$ cat src/rtl/axi_lite_user_regfile.sv
// Register file with burst-capable user bus (AW/W/B, AR/R) and a hardware-side write port.
// Read and write engines run independently; bus writes win over hw writes to the same index.
module axi_lite_user_regfile #(
    parameter int C_S_AXI_ADDR_WIDTH = 32,
    parameter int C_S_AXI_DATA_WIDTH = 32,
    parameter int NUM_REGS           = 16
) (
    input  logic                                     ACLK,
    input  logic                                     ARESET,
    input  logic                                     awvalid,
    input  logic [C_S_AXI_ADDR_WIDTH-1:0]            awaddr,
    input  logic [7:0]                               awlen,
    output logic                                     awready,
    input  logic [C_S_AXI_DATA_WIDTH-1:0]            wdata,
    input  logic                                     wlast,
    input  logic                                     wvalid,
    output logic                                     wready,
    output logic                                     bvalid,
    input  logic                                     bready,
    input  logic                                     arvalid,
    input  logic [C_S_AXI_ADDR_WIDTH-1:0]            araddr,
    input  logic [7:0]                               arlen,
    output logic                                     arready,
    output logic [C_S_AXI_DATA_WIDTH-1:0]            rdata,
    output logic                                     rlast,
    output logic                                     rvalid,
    input  logic                                     rready,
    input  logic                                     hw_wen,
    input  logic [$clog2(NUM_REGS)-1:0]              hw_windex,
    input  logic [C_S_AXI_DATA_WIDTH-1:0]            hw_wdata,
    output logic [NUM_REGS*C_S_AXI_DATA_WIDTH-1:0]   reg_out,
    output logic                                     wr_pulse,
    output logic [$clog2(NUM_REGS)-1:0]              wr_index
);
    localparam int DW       = C_S_AXI_DATA_WIDTH;
    localparam int IW       = $clog2(NUM_REGS);
    localparam int ADDR_LSB = $clog2(DW / 8);

    typedef enum logic [1:0] {W_IDLE, W_DATA, W_RESP} w_state_t;
    typedef enum logic       {R_IDLE, R_DATA}         r_state_t;

    w_state_t      w_state;
    r_state_t      r_state;
    logic [IW-1:0] w_index;
    logic [IW-1:0] r_index;
    logic [7:0]    w_count;
    logic [7:0]    r_count;
    logic [DW-1:0] regs [NUM_REGS];

    logic          bus_we;
    logic          hw_we;
    logic [IW-1:0] aw_index;
    logic [IW-1:0] ar_index;
    logic [IW-1:0] r_next;
    logic          unused;

    assign aw_index = awaddr[ADDR_LSB +: IW];
    assign ar_index = araddr[ADDR_LSB +: IW];
    assign r_next   = r_index + IW'(1);
    assign bus_we   = (w_state == W_DATA) && wvalid && wready;
    assign hw_we    = hw_wen && !(bus_we && (hw_windex == w_index));
    // Upper address bits alias by design; wlast is not needed since awlen drives the beat count.
    assign unused   = ^{wlast, awaddr, araddr};

    always_ff @(posedge ACLK or posedge ARESET) begin
        if (ARESET) begin
            for (int unsigned i = 0; i < NUM_REGS; i++) begin
                regs[i] <= '0;
            end
        end else begin
            if (hw_we) begin
                regs[hw_windex] <= hw_wdata;
            end
            if (bus_we) begin
                regs[w_index] <= wdata;
            end
        end
    end

    always_comb begin
        reg_out = '0;
        for (int unsigned i = 0; i < NUM_REGS; i++) begin
            reg_out[i*DW +: DW] = regs[i];
        end
    end

    always_ff @(posedge ACLK or posedge ARESET) begin
        if (ARESET) begin
            w_state  <= W_IDLE;
            awready  <= 1'b0;
            wready   <= 1'b0;
            bvalid   <= 1'b0;
            wr_pulse <= 1'b0;
            wr_index <= '0;
            w_index  <= '0;
            w_count  <= '0;
        end else begin
            wr_pulse <= 1'b0;
            case (w_state)
                W_IDLE: begin
                    if (awvalid && awready) begin
                        w_index <= aw_index;
                        w_count <= awlen;
                        awready <= 1'b0;
                        wready  <= 1'b1;
                        w_state <= W_DATA;
                    end else begin
                        awready <= 1'b1;
                    end
                end
                W_DATA: begin
                    if (wvalid && wready) begin
                        wr_pulse <= 1'b1;
                        wr_index <= w_index;
                        w_index  <= w_index + IW'(1);
                        if (w_count == 8'd0) begin
                            wready  <= 1'b0;
                            bvalid  <= 1'b1;
                            w_state <= W_RESP;
                        end else begin
                            w_count <= w_count - 8'd1;
                        end
                    end
                end
                W_RESP: begin
                    if (bvalid && bready) begin
                        bvalid  <= 1'b0;
                        awready <= 1'b1;
                        w_state <= W_IDLE;
                    end
                end
                default: w_state <= W_IDLE;
            endcase
        end
    end

    // rdata samples the array before this edge's writes land, giving pre-write values on collisions.
    always_ff @(posedge ACLK or posedge ARESET) begin
        if (ARESET) begin
            r_state <= R_IDLE;
            arready <= 1'b0;
            rvalid  <= 1'b0;
            rlast   <= 1'b0;
            rdata   <= '0;
            r_index <= '0;
            r_count <= '0;
        end else begin
            case (r_state)
                R_IDLE: begin
                    if (arvalid && arready) begin
                        r_index <= ar_index;
                        rdata   <= regs[ar_index];
                        rlast   <= (arlen == 8'd0);
                        rvalid  <= 1'b1;
                        arready <= 1'b0;
                        r_count <= arlen;
                        r_state <= R_DATA;
                    end else begin
                        arready <= 1'b1;
                    end
                end
                R_DATA: begin
                    if (rvalid && rready) begin
                        if (rlast) begin
                            rvalid  <= 1'b0;
                            rlast   <= 1'b0;
                            arready <= 1'b1;
                            r_state <= R_IDLE;
                        end else begin
                            r_index <= r_next;
                            rdata   <= regs[r_next];
                            rlast   <= (r_count == 8'd1);
                            r_count <= r_count - 8'd1;
                        end
                    end
                end
                default: r_state <= R_IDLE;
            endcase
        end
    end

endmodule

$ cat config.mk
export PLATFORM = sky130hd
export DESIGN_NAME = axi_lite_user_regfile
export DESIGN_NICKNAME = d
export VERILOG_FILES = /design/src/rtl/axi_lite_user_regfile.sv
export SDC_FILE = /design/constraint.sdc
export NUM_CORES = 2
export LEC_CHECK = 0
export BUFFER_PORTS_ARGS = -buffer_cell sky130_fd_sc_hd__buf_2
export CAP_MARGIN = 25
export CORE_AREA = 2 2 278 280
export DETAILED_ROUTE_END_ITERATION = 12
export DIE_AREA = 0 0 280 282
export HOLD_SLACK_MARGIN = 0.08
export PLACE_DENSITY = 0.7
export SETUP_SLACK_MARGIN = 0.4
export SLEW_MARGIN = 10
export SYNTH_ARGS = -nofsm -noshare
export SYNTH_HDL_FRONTEND = slang
export SYNTH_SLANG_ARGS = --single-unit
$ cat constraint.sdc
create_clock -name ACLK -period 25.9 [get_ports ACLK]
set_clock_uncertainty 0.05 [all_clocks]
set_input_delay 3.885 -clock ACLK [delete_from_list [all_inputs] [get_ports ACLK]]
set_output_delay 3.885 -clock ACLK [all_outputs]
set_load 0.05 [all_outputs]
Word level (Yosys, flattened, before mapping)
Index checks and enable logic that the tools add are counted.
{"block": "word_totals", "reg_bits": 582, "in_bits": 157, "word_cells": 155}
{"block": "op_classes", "n_addsub": 4, "n_lt_le_gt_ge": 6, "eq_ne": 13, "mux": 67, "bitwise": 5, "reduce_logical": 29}
{"cell": "$bwmux W512", "count": 2}
{"cell": "$mux W512", "count": 2}
{"cell": "$mux W32", "count": 9}
{"cell": "$bmux W32 S4", "count": 2}
{"cell": "$demux W32 S4", "count": 2}
{"cell": "$pmux W32 S2", "count": 1}
{"cell": "$mux W8", "count": 6}
{"cell": "$pmux W8 S2", "count": 2}
{"cell": "$mux W1", "count": 22}
{"cell": "$ge A5 B5 Y1 const B", "count": 4}
{"cell": "$mux W4", "count": 5}
{"cell": "$not A4 Y5", "count": 4}
{"cell": "$logic_not A8 Y1", "count": 2}
{"cell": "$pmux W4 S2", "count": 2}
{"cell": "$reduce_and A4 Y1", "count": 4}
{"cell": "$sub A8 B1 Y8 const B", "count": 2}
{"cell": "$pmux W1 S2", "count": 7}
{"cell": "$ne A2 B2 Y1 const B", "count": 6}
{"cell": "$logic_and A1 B1 Y1", "count": 11}
{"cell": "$lt A5 B1 Y1 const B", "count": 2}
{"cell": "$reduce_and A3 Y1", "count": 3}
{"cell": "$add A4 B1 Y4 const B", "count": 2}
{"cell": "$eq A8 B1 Y1 const B", "count": 1}
{"cell": "$mux W2", "count": 4}
{"cell": "other kinds (10)", "count": 17}

Logic depth before layout (Yosys ltp)
{"block": "depth", "depth_word": 9, "ltp_mapped": 10, "mapped_depth_nobuf": 7}

Worst setup path after synthesis
OpenSTA, ideal clock, no wires.
{"block": "synth_timing", "path_type": "input-to-reg", "startpoint": "input port hw_windex[2]", "endpoint": "register regs (netlist bit reg_out[167])", "setup_ns": 0.137, "t_arrival_ns": 5.479, "t_required_ns": 25.713, "path_slack_ns": 20.234, "cell_stages": 9, "n_path_buf": 4, "cell_sequence": "buf_2 xnor2_1 and4_4 buf_6 buf_6 a211oi_4 buf_6 mux2i_1 a21oi_1"}
{"block": "synth_between", "elab_chain_cells": 9, "elab_cells_between_ends": 14, "classes_between": "2 x order compare; 1 x eq/ne; 6 x mux; 1 x bitwise; 4 x reduce/logical"}
{"item": "start, declared", "line_no": "29", "rtl": "input logic [$clog2(NUM_REGS)-1:0] hw_windex,"}
{"item": "$not A4 Y5 (implied by the code)", "line_no": "72", "rtl": "regs[hw_windex] <= hw_wdata;"}
{"item": "$ge A5 B5 Y1 (implied by the code) or $lt A5 B1 Y1 (tied branches)", "line_no": "72"}
{"item": "$logic_and A1 B1 Y1 (implied by the code)", "line_no": "72"}
{"item": "$mux W32 (implied by the code)", "line_no": "72"}
{"item": "$demux W32 S4", "line_no": "72"}
{"item": "$bwmux W512", "line_no": "72"}
{"item": "$mux W512 *", "line_no": "71", "rtl": "if (hw_we) begin"}
{"item": "$bwmux W512", "line_no": "75", "rtl": "regs[w_index] <= wdata;"}
{"item": "$mux W512 *", "line_no": "74", "rtl": "if (bus_we) begin"}
{"item": "end signal, assigned by index", "line_no": "72"}
{"item": "end signal, assigned by index", "line_no": "75"}
{"item": "end, declared", "line_no": "48", "rtl": "logic [DW-1:0] regs [NUM_REGS];"}
Mark *: on every way between the ends. The rest lies on a longest branch, timed or not.
A chain may end at the register's enable or synchronous reset.

Worst setup path after layout
{"block": "layout_timing", "startpoint": "input port araddr[2]", "endpoint": "register rdata[17]"}
{"block": "layout_between", "elab_chain_cells": 6}
{"item": "start, declared", "line_no": "21", "rtl": "input logic [C_S_AXI_ADDR_WIDTH-1:0] araddr,"}
{"item": "$not A4 Y5 (implied by the code)", "line_no": "152", "rtl": "rdata <= regs[ar_index];"}
{"item": "$bmux W32 S4", "line_no": "152"}
{"item": "$mux W32 (implied by the code) (2 in a row)", "line_no": "152"}
{"item": "$mux W32", "line_no": "150", "rtl": "if (arvalid && arready) begin"}
{"item": "$pmux W32 S2", "line_no": "148", "rtl": "case (r_state)"}
{"item": "end signal, assigned", "line_no": "152"}
{"item": "end signal, assigned", "line_no": "171", "rtl": "rdata <= regs[r_next];"}
{"item": "end, declared", "line_no": "24", "rtl": "output logic [C_S_AXI_DATA_WIDTH-1:0] rdata,"}
Every way passes these cells. The select of a mux whose other input is x is not followed.

==> metrics.md <==
| Metric | Value |
|---|---|
| Max clock buf depth | `3` |
| Synth cell types | `64` |
| DRT antenna net count | `0` |
| DR DRC count | `0` |
| FF+latch count, synth | `582` |
| Setup TNS | `0 ns` |
| Max Fclk | `0.154 GHz` |
| Setup bufs post-CTS | `0` |
| Die area | `0.0790 mm2` |
| Via count | `34,200` |
| Critical Path Start | `araddr[2]` |
| Number of buffers inserted by port buffering | `654` |
| Main synth FF type | `dfrtp_1` |
| PwrDens | `119 mW/mm2` |
| CP max stage cell | `buf_4` |
| Top Ports | `712` |
| Commonest non-fill, non-tap cells in the layout | `nor2_1, buf_2, dfrtp_1, mux2i_1, nand2_1` |
| DP Wirelength | `98.1 mm` |
| Final worst path period need | `6.48 ns` |
| RSZ-0062 raised after global routing | `false` |
| Cts repair resizes | `0` |
| First-pass GRT wire length | `220 mm` |
| Worst Setup End Kind | `flop` |
| Period utilization | `0.250` |
| VDD IR max | `0.0721 mV` |
| Syn avg cell area | `9.49 um2` |
| Initial antenna violation count | `6` |
| Top-area cell type share of the netlist area | `0.411` |
| Gr ovfl total | `0` |
| CTS Sinks | `582` |
| Root Driver | `clkbuf_16` |
| Fin. Hold Viols | `0` |
| Critical path type | `in2reg` |
| Final setup vio count | `0` |
| Die H | `282 um` |
| Largest net degree at the start of global routing | `96` |
| Chip width | `280 um` |
| Max cap viols | `0` |
| Complex-gate fraction of the synthesized area | `0.144` |
| CP Cell Sequence | `buf_4, buf_4, nor2_4, buf_4, a221oi_1, o221ai_1, o21ai_0` |
| Largest cells by area after synthesis | `dfrtp_1, mux2i_1, mux4_2, nor2_1, a21oi_1` |
| XOR/XNOR Fraction of Synth Area | `0.00194` |
| Clk pin slew, worst setup/hold paths | `0.06 ns` |
| GR Util All Layers | `0.377` |
| RR Startpoint | `r_index[0]$_DFFE_PP0P_` |
| Worst Min Path Start | `wr_index[0]$_DFFE_PP0P_` |
| Worst path required time | `26.37 ns` |
| Worst hold path type | `reg2reg` |
| Layout area overhead | `16.9%` |
| # hold bufs at CTS | `0` |
| CTS tree | `done` |
| Total power | `4.93 mW` |
| Mux cell area share after synthesis | `0.261` |
| Area of the mapped netlist | `0.0355 mm2` |
| Post-Synthesis Cells | `3,738` |
| Initial DRT Pass Iterations | `6` |
| Skew-Pair Late Insertion Delay | `0.61 ns` |
| Critical Path Start Type | `primary input` |
| Simple-gate share of the synthesized area | `0.129` |
| Most frequent CP cell | `buf_4` |
| Actual slew at the worst max-slew pin | `1.23 ns` |
| Total CTS buffers | `69` |
| Final nets | `4,309` |
| EDFF count, synth | `0` |
| Core area | `0.0757 mm2` |
| Status | `finished clean` |
| Post-synthesis sequential area ratio | `0.411` |
| H-tree depth | `3` |
| Syn Nets | `3,904` |
| Fin. max-slew vios | `0` |
| Vias in the first global route | `32,300` |
| Detailed-route vias per instance | `6.60` |
| Post-synth ARST share | `1.00` |
| Arrival time at the worst endpoint | `6.94 ns` |
| Routed wire length | `154 mm` |
| Largest family of logic cells by synthesized area | `multiplexers` |
| Ys Warns | `0` |
| Worst-path fanout max | `48` |
| Most common cell after layout, fill and taps aside | `nor2_1` |
| # rows | `101` |
| Headroom to the max-slew limit | `0.183` |
| Yosys top cell by area | `dfrtp_1` |
| P_leak | `18.5 nW` |
| Synth Area in Adders | `0.00318` |
| Reg2Reg Setup Slack | `21.64 ns` |
| 1st-iter DRT viols | `4,471` |
| Initial Utilization | `0.468` |
| Wire per inst | `29.7 um` |
| Share of layout cells above drive strength 1 | `0.273` |
| RePlAce Congestion | `0.904` |
| Delay of the slowest cell on the worst path | `0.69 ns` |
## cell type report
cell class | instances | area, um2
clock buffers | 97 | 1970
flip-flops and latches | 582 | 14600
inverters | 10 | 45.0
diodes | 6 | 15.0
fillers | 6722 | 34300
clock inverters | 26 | 220
repair buffers | 729 | 4030
well taps | 978 | 1220
multi-input cells | 2751 | 19400
## cell families after synthesis
group                    Yosys count
XOR/XNOR                           7
flip-flops                       582
AO/OA/AOI/OAI                    831
multiplexers                     739
adder cells (fa/ha/maj)            9
AND/OR/NAND/NOR                 1165
buffers and inverters            405
## Yosys cell counts (55+ instances only)
library cell,n
a31oi_1,168
mux2_2,109
o21ai_0,55
clkbuf_1,239
nand2_1,427
o22ai_1,92
buf_1,60
dfrtp_1,582
mux4_2,138
buf_2,68
nor2_1,660
a21oi_1,340
mux2i_1,492
## through the flow
stage | setup WS, ns | util | std cells | instance area, um2 | hold slack, ns
CTS | 19.51 | 0.545 | 5167 | 41300 | 0.432
finish | 19.42 | 0.547 | 5179 | 41400 | 0.427
floorplan | 5.68 | - | 3738 | 35500 | 0.420
global route | 19.17 | 0.547 | 5177 | 41400 | 0.452
detailed placement | 18.87 | 0.516 | 5044 | 39100 | 0.419
global placement | 18.90 | 0.515 | 5038 | 39000 | 0.406
## where the power goes
| part | internal [mW] | switching, mW |
|---|---|---|
| logic | 0.846 | 1.70 |
| clock network | 0.554 | 0.416 |
| registers | 1.13 | 0.283 |
| total | 2.53 | 2.40 |
## registers in the layout, summed over array words and instances (netlist names)
name      flops
w_count       8
rlast         1
wready        1
rdata        32
wr_index      4
r_state       1
arready       1
w_state       2
r_index       4
awready       1
rvalid        1
wr_pulse      1
reg_out     512
bvalid        1
w_index       4
r_count       8
## worst paths after layout
kind / end / cells past startpoint
hold / removal: wr_index[0]$_DFFE_PP0P_ / 2
hold reg to reg: wr_index[0]$_DFFE_PP0P_ / 2
min in group asynchronous: w_state[1]$_DFFE_PP0P_ / 2
max in group asynchronous: reg_out[213]$_DFF_PP0_ / 5
setup reg to reg: rdata[9]$_DFFE_PP0P_ / 8
setup / recovery: rdata[17]$_DFFE_PP0P_ / 7
## routing by layer
| metal | GRT usage | vias to the layer above | part of all wire |
|---|---|---|---|
| met2 | 0.562 | 2712 | 0.44 |
| met4 | 0.243 | 0 | 0.076 |
| li1 | - | 14200 | - |
| met5 | 0 | - | 0 |
| met3 | 0.118 | 697 | 0.13 |
| met1 | 0.474 | 16600 | 0.36 |
## worst max-delay path: cells and delay by family
kind | cells | cell delay, ns
buf+inv | 3 | 1.71
compound gates | 3 | 0.88
simple gates | 1 | 0.36
Power figures use the tool's default switching activity.
